### config.mk
export PLATFORM = sky130hd
export DESIGN_NAME = dest_track_pipe
export DESIGN_NICKNAME = d
export VERILOG_FILES = /design/src/rtl/dest_track_pipe.sv
export SDC_FILE = /design/constraint.sdc
export NUM_CORES = 1
export LEC_CHECK = 0
export ABC_AREA = 0
export CAP_MARGIN = 10
export CELL_PAD_IN_SITES_DETAIL_PLACEMENT = 1
export CELL_PAD_IN_SITES_GLOBAL_PLACEMENT = 2
export CORE_AREA = 3 3 51 65
export CTS_CLUSTER_DIAMETER = 60
export DETAILED_ROUTE_END_ITERATION = 16
export DIE_AREA = 0 0 54 68
export DONT_BUFFER_PORTS = 1
export GPL_TIMING_DRIVEN = 1
export MAX_ROUTING_LAYER = met4
export PLACE_DENSITY_LB_ADDON = 0.1
export SLEW_MARGIN = 0
export SYNTH_ARGS = -nofsm -noshare
export SYNTH_HDL_FRONTEND = slang
export SYNTH_SLANG_ARGS = --single-unit
### constraint.sdc
create_clock -name clk -period 1.4 [get_ports clk]
set_clock_uncertainty 0.15 [all_clocks]
set_input_delay 0.07 -clock clk [delete_from_list [all_inputs] [get_ports clk]]
set_output_delay 0.07 -clock clk [all_outputs]
set_load 0.01 [all_outputs]
### src/rtl/dest_track_pipe.sv
// Destination tracker and load-use hazard unit feeding the forwarding unit.
// Optional build macro: DEST_TRACK_R0_HARDWIRED_EN (register 0 hardwired to zero).
module dest_track_pipe #(
   parameter int REG_ADDR_W = 4,
   parameter int LOAD_STALL = 1
) (
   input  logic                  clk,
   input  logic                  rst,
   input  logic                  id_valid,
   input  logic [REG_ADDR_W-1:0] id_rs,
   input  logic [REG_ADDR_W-1:0] id_rt,
   input  logic [REG_ADDR_W-1:0] id_rd,
   input  logic                  id_reg_write,
   input  logic                  id_mem_read,
   input  logic                  mem_wait,
   output logic [REG_ADDR_W-1:0] ex_rd,
   output logic                  ex_reg_write,
   output logic [REG_ADDR_W-1:0] em_rd,
   output logic                  em_reg_write,
   output logic [REG_ADDR_W-1:0] mw_rd,
   output logic                  mw_reg_write,
   output logic                  stall,
   output logic [1:0]            bubble_cnt
);

   typedef enum logic {RUN, HOLD} state_t;

   localparam logic [1:0] CNT_INIT = 2'(LOAD_STALL - 1);

   state_t                  state_q, state_d;
   logic [1:0]              cnt_q, cnt_d;
   logic [REG_ADDR_W-1:0]   ex_rd_q, ex_rd_d, em_rd_q, em_rd_d, mw_rd_q, mw_rd_d;
   logic                    ex_rw_q, ex_rw_d, em_rw_q, em_rw_d, mw_rw_q, mw_rw_d;
   logic                    ex_mr_q, ex_mr_d;
   logic                    rs_match, rt_match, id_rw_eff, hit, insert_bubble;

   always_comb begin
`ifdef DEST_TRACK_R0_HARDWIRED_EN
      rs_match  = (ex_rd_q == id_rs) && (id_rs != '0);
      rt_match  = (ex_rd_q == id_rt) && (id_rt != '0);
      id_rw_eff = id_reg_write && (id_rd != '0);
`else
      rs_match  = (ex_rd_q == id_rs);
      rt_match  = (ex_rd_q == id_rt);
      id_rw_eff = id_reg_write;
`endif
      hit = ex_mr_q & ex_rw_q & id_valid & (rs_match | rt_match);
   end

   always_comb begin
      state_d       = state_q;
      cnt_d         = cnt_q;
      ex_rd_d       = ex_rd_q;
      ex_rw_d       = ex_rw_q;
      ex_mr_d       = ex_mr_q;
      em_rd_d       = em_rd_q;
      em_rw_d       = em_rw_q;
      mw_rd_d       = mw_rd_q;
      mw_rw_d       = mw_rw_q;
      insert_bubble = 1'b0;
      stall         = 1'b1;
      // A memory wait freezes every register, so only the unfrozen path advances
      if (!mem_wait) begin
         case (state_q)
            RUN: begin
               stall = hit;
               if (hit) begin
                  insert_bubble = 1'b1;
                  cnt_d         = CNT_INIT;
                  state_d       = (LOAD_STALL > 1) ? HOLD : RUN;
               end
            end
            HOLD: begin
               stall         = 1'b1;
               insert_bubble = 1'b1;
               // Leaving HOLD as the count reaches zero gives LOAD_STALL bubbles in total
               if (cnt_q <= 2'd1) begin
                  cnt_d   = 2'd0;
                  state_d = RUN;
               end else begin
                  cnt_d = cnt_q - 2'd1;
               end
            end
            default: begin
               stall   = 1'b0;
               state_d = RUN;
            end
         endcase
         mw_rd_d = em_rd_q;
         mw_rw_d = em_rw_q;
         em_rd_d = ex_rd_q;
         em_rw_d = ex_rw_q;
         if (insert_bubble || !id_valid) begin
            ex_rd_d = '0;
            ex_rw_d = 1'b0;
            ex_mr_d = 1'b0;
         end else begin
            ex_rd_d = id_rd;
            ex_rw_d = id_rw_eff;
            ex_mr_d = id_mem_read;
         end
      end
   end

   always_ff @(posedge clk) begin
      if (rst) begin
         state_q <= RUN;
         cnt_q   <= 2'd0;
         ex_rd_q <= '0;
         ex_rw_q <= 1'b0;
         ex_mr_q <= 1'b0;
         em_rd_q <= '0;
         em_rw_q <= 1'b0;
         mw_rd_q <= '0;
         mw_rw_q <= 1'b0;
      end else begin
         state_q <= state_d;
         cnt_q   <= cnt_d;
         ex_rd_q <= ex_rd_d;
         ex_rw_q <= ex_rw_d;
         ex_mr_q <= ex_mr_d;
         em_rd_q <= em_rd_d;
         em_rw_q <= em_rw_d;
         mw_rd_q <= mw_rd_d;
         mw_rw_q <= mw_rw_d;
      end
   end

   assign ex_rd        = ex_rd_q;
   assign ex_reg_write = ex_rw_q;
   assign em_rd        = em_rd_q;
   assign em_reg_write = em_rw_q;
   assign mw_rd        = mw_rd_q;
   assign mw_reg_write = mw_rw_q;
   assign bubble_cnt   = cnt_q;

endmodule

==> impl_summary.txt <==
----------------------------------------------------
[Outcome]
  Result of the run ... complete, but fails checks
  Violations in the final reports ... negative hold slack, negative setup slack

[Min path]
  Launch point of the worst hold path ... mem_wait
  Depth of the worst hold-timing path ... 2
  End point of the most critical hold path ... ex_reg_write
  Worst hold path class ... in -> reg

[Power]
  Internal power ... 713.1 uW
  Sequential power share ... 59.7%
  Sw frac ... about 24%
  PD cells ... roughly 900 mW/mm^2
  Highest ir drop seen on vdd ... 0.0002902 V
  NetSw ... 228.2 uW
  Clock group share of total power ... 29.6%
  Part of the power in combinational logic ... 10.7%
  Pleak ... 0.4162 nW

[Finish]
  Post-layout instance count excluding filler cells ... between 100 and 150
  Number of filler instances in the final layout ... 303
  N_diodes ... 0
  Commonest non-fill, non-tap cells in the layout ... sky130_fd_sc_hd__nor2_1, sky130_fd_sc_hd__dfxtp_1, sky130_fd_sc_hd__mux2i_1, sky130_fd_sc_hd__xor2_1
  FF/Latch Area ... between 300 and 400 sq um
  Area of combinational cells with multiple inputs ... between 400 and 500 sq um
  Most common cell after layout, fill and taps aside ... sky130_fd_sc_hd__nor2_1
  Fin area ... around 0.0011 sq mm
  Ratio of cells with drive above 1 in the final layout ... 30.30%
  Final net count ... 118
  Synthesis-to-finish area growth ... 29.94%

[Critical path]
  Worst R2R Path Depth ... 6
  Data arrival at the endpoint of the critical path ... 1690 ps
  R2R Path Start ... ex_rd[0]
  Setup slack of the most critical reg-to-reg path ... -290 ps
  Startpoint type of the worst setup path ... register
  Timing startpoint of the critical path ... ex_rd[0]
  Largest fanout of any net on the critical path ... 6
  Crit path capture type ... register
  Startpoint-to-endpoint class of the critical path ... reg -> reg
  Reg2reg end ... ex_rd[3]
  Required time worst endpoint ... 1400 ps

[Yosys]
  Sequential-to-total area share from yosys stat ... 46.20%
  Post-synthesis area per instance ... 9.686 sq um
  Yosys cell types ... 19
  Area of the mapped netlist ... between 800 and 900 sq um
  Synth Register Bits ... 19
  Share of Yosys cell area claimed by the top area cell type ... 46.20%
  Number of cells produced by synthesis ... 85
  Synthesis Warnings ... 0
  Top post-synthesis cells by area ... sky130_fd_sc_hd__dfxtp_1, sky130_fd_sc_hd__mux2i_1, sky130_fd_sc_hd__xor2_1
  Net count after synthesis ... just over 100
  Cell taking the most area after synthesis ... sky130_fd_sc_hd__dfxtp_1

[STA]
  Unrepaired setup endpoints after global routing ... yes
  Final period utilization ... 120.6%
  Slew @ Worst Pin ... between 900 and 1000 ps
  Maximum operating frequency ... between 500 and 600 MHz
  Hold slack final ... -221.5 ps
  Clock period minus worst slack ... ~1700 ps
  Post-route worst setup slack ... -288.0 ps
  Finish-stage setup viols ... 9
  Headroom to the max-slew limit ... 37.93%
  Hold Vio Cnt, Final ... 19
  Number of pins with negative max-slew slack in the final report ... 0

[Clock network]
  Clock slew seen by the registers of the worst setup and hold paths ... approximately 110 ps
  CTS tree ... done
  Clk_lat worst skew ... about 300 ps
  Max H-tree Level ... 1
  Clk root buf ... sky130_fd_sc_hd__clkbuf_4
  CTS Buf Count ... 3
  Max clock buf depth ... 2
  Number of sinks handled by clock tree synthesis ... 19

[Drt]
  Routed via count divided by cell count ... 4.880
  Average wire per standard cell ... approximately 16 microns
  Final wirelength ... 2070 microns
  DR DRC count ... 0
  Iteration-0 DRC count of the detailed router ... 23
  Number of routed nets with antenna violations ... 0
  Count of vias placed by the detailed router ... between 600 and 700
  TritonRoute pass-1 iters ... 3

[Floorplanning]
  Starting Density ... about 30%
  Die Y ... 68 microns
  Count of pins on the block boundary ... 36
  X dimension of the die ... 54 microns
  Core Box Area ... roughly 0.0027 sq mm
  Rows ... 21
  Die Outline Area ... 0.003672 sq mm

[Placement]
  Placed standard-cell area ... 893.4 sq um
  Count of input and output buffers ... 0
  Post-DP HPWL ... 1456 microns
  Cell Count Post-Placement ... 120
  Weighted congestion at the end of routability-driven global placement ... 0.7106

[Global routing]
  Remaining global-route overflow ... 0
  Initial antenna violation count ... 0
  First-pass GRT wire length ... 3153 microns
  Number of global-route vias before repair ... 671
  Overall Global Routing Usage ... 12.24%
  Pin count of the biggest net entering global routing ... 26

[Run]
  Max capacitance violation total ... 0

----------------------------------------------------
-- metal layers --
layer / global-route usage (%) / routed length (microns)
met5: - / 0
met4: 5.607 / 23
met3: 5.229 / 264
met2: 18.18 / 1006
met1: 14.13 / 776
-- synthesized netlist by cell type --
library cell                count
sky130_fd_sc_hd__dfxtp_1       19
sky130_fd_sc_hd__nor2_1        12
sky130_fd_sc_hd__mux2i_1       10
sky130_fd_sc_hd__nand2_1        8
sky130_fd_sc_hd__xor2_1         8
sky130_fd_sc_hd__nand2b_1       6
sky130_fd_sc_hd__o22ai_1        5
sky130_fd_sc_hd__buf_1          3
sky130_fd_sc_hd__a21oi_1        2
sky130_fd_sc_hd__nor3b_1        2
sky130_fd_sc_hd__nor4_1         2
sky130_fd_sc_hd__buf_2          1
sky130_fd_sc_hd__nand3_2        1
sky130_fd_sc_hd__nand3b_1       1
sky130_fd_sc_hd__nor3_1         1
sky130_fd_sc_hd__nor3_2         1
sky130_fd_sc_hd__nor4b_2        1
sky130_fd_sc_hd__o2111ai_2      1
sky130_fd_sc_hd__o22ai_2        1
-- layout make-up --
cell class | count | share of cell area [%]
flip-flops and latches | 19 | 36.96
well taps | 34 | 3.977
clock buffers | 4 | 2.456
repair buffers | 14 | 11.70
multi-input cells | 62 | 44.91
-- state kept, by name, indices dropped and copies added, names as in the netlist --
| name | cells |
|---|---|
| bubble_cnt | 2 |
| em_rd | 4 |
| ex_mr_q | 1 |
| state_q | 1 |
| mw_rd | 4 |
| em_reg_write | 1 |
| ex_rd | 4 |
| ex_reg_write | 1 |
| mw_reg_write | 1 |
-- kinds of logic (layout without fill, tap and decap cells) --
group           count (synthesis)  after routing  share of synthesized area, %
simple gates                   35             35                         22.80
flops                          19             19                         46.20
mux                            10             10                         12.16
compound gates                  9              9                         8.358
xor+xnor                        8              8                         8.511
buf+inv                         4             18                         1.975
-- stage by stage --
step	util (%)	worst slack, ps	setup TNS (ps)	power (mW)
2_1_floorplan	-	-119.3	-804.0	0.6399
3_3_place_gp	33.01	-181.8	-1294	0.6420
3_5_place_dp	33.01	-277.7	-2073	0.6417
4_1_cts	38.37	-296.1	-1939	0.9553
5_1_grt	39.53	-371.0	-3223	1.006
6_report	39.53	-288.0	-2413	0.9414
-- how the worst max path moves through the flow --
stage                     depth (start not counted)  endpoint  slack (ps)
after CTS                                         4     stall        -300
after global placement                            5  ex_rd[3]        -180
after floorplan                                   5  ex_rd[0]        -120
after detailed placement                          5  ex_rd[3]        -280
after global routing                              4     stall        -370
final                                             6  ex_rd[3]        -290
-- power by group through the flow --
stage | clock (mW) | combinational, mW | sequential, mW
floorplan | 0 | 0.0616 | 0.578
global placement | 0 | 0.0668 | 0.575
detailed placement | 0 | 0.0658 | 0.576
CTS | 0.298 | 0.0951 | 0.562
global route | 0.331 | 0.110 | 0.565
finish | 0.278 | 0.101 | 0.562
-- timing repair --
| item | in CTS | in global routing |
|---|---|---|
| hold endpoints to repair | 19 | 19 |
| gates resized for setup | 7 | 9 |
| hold buffers | 8 | 1 |
| setup endpoints to repair | 9 | 11 |
| pin swaps | 8 | 2 |
| setup buffers | 1 | 1 |
| gates cloned | 0 | 0 |
-- worst max-delay path: stages (launching register included) --
cell	delay, ps
sky130_fd_sc_hd__dfxtp_4	380
sky130_fd_sc_hd__xor2_1	150
sky130_fd_sc_hd__nor4_2	280
sky130_fd_sc_hd__o2111ai_2	200
sky130_fd_sc_hd__buf_4	180
sky130_fd_sc_hd__nand3_4	120
sky130_fd_sc_hd__o22ai_2	80
No activity file was read; power rests on OpenSTA's default activity.
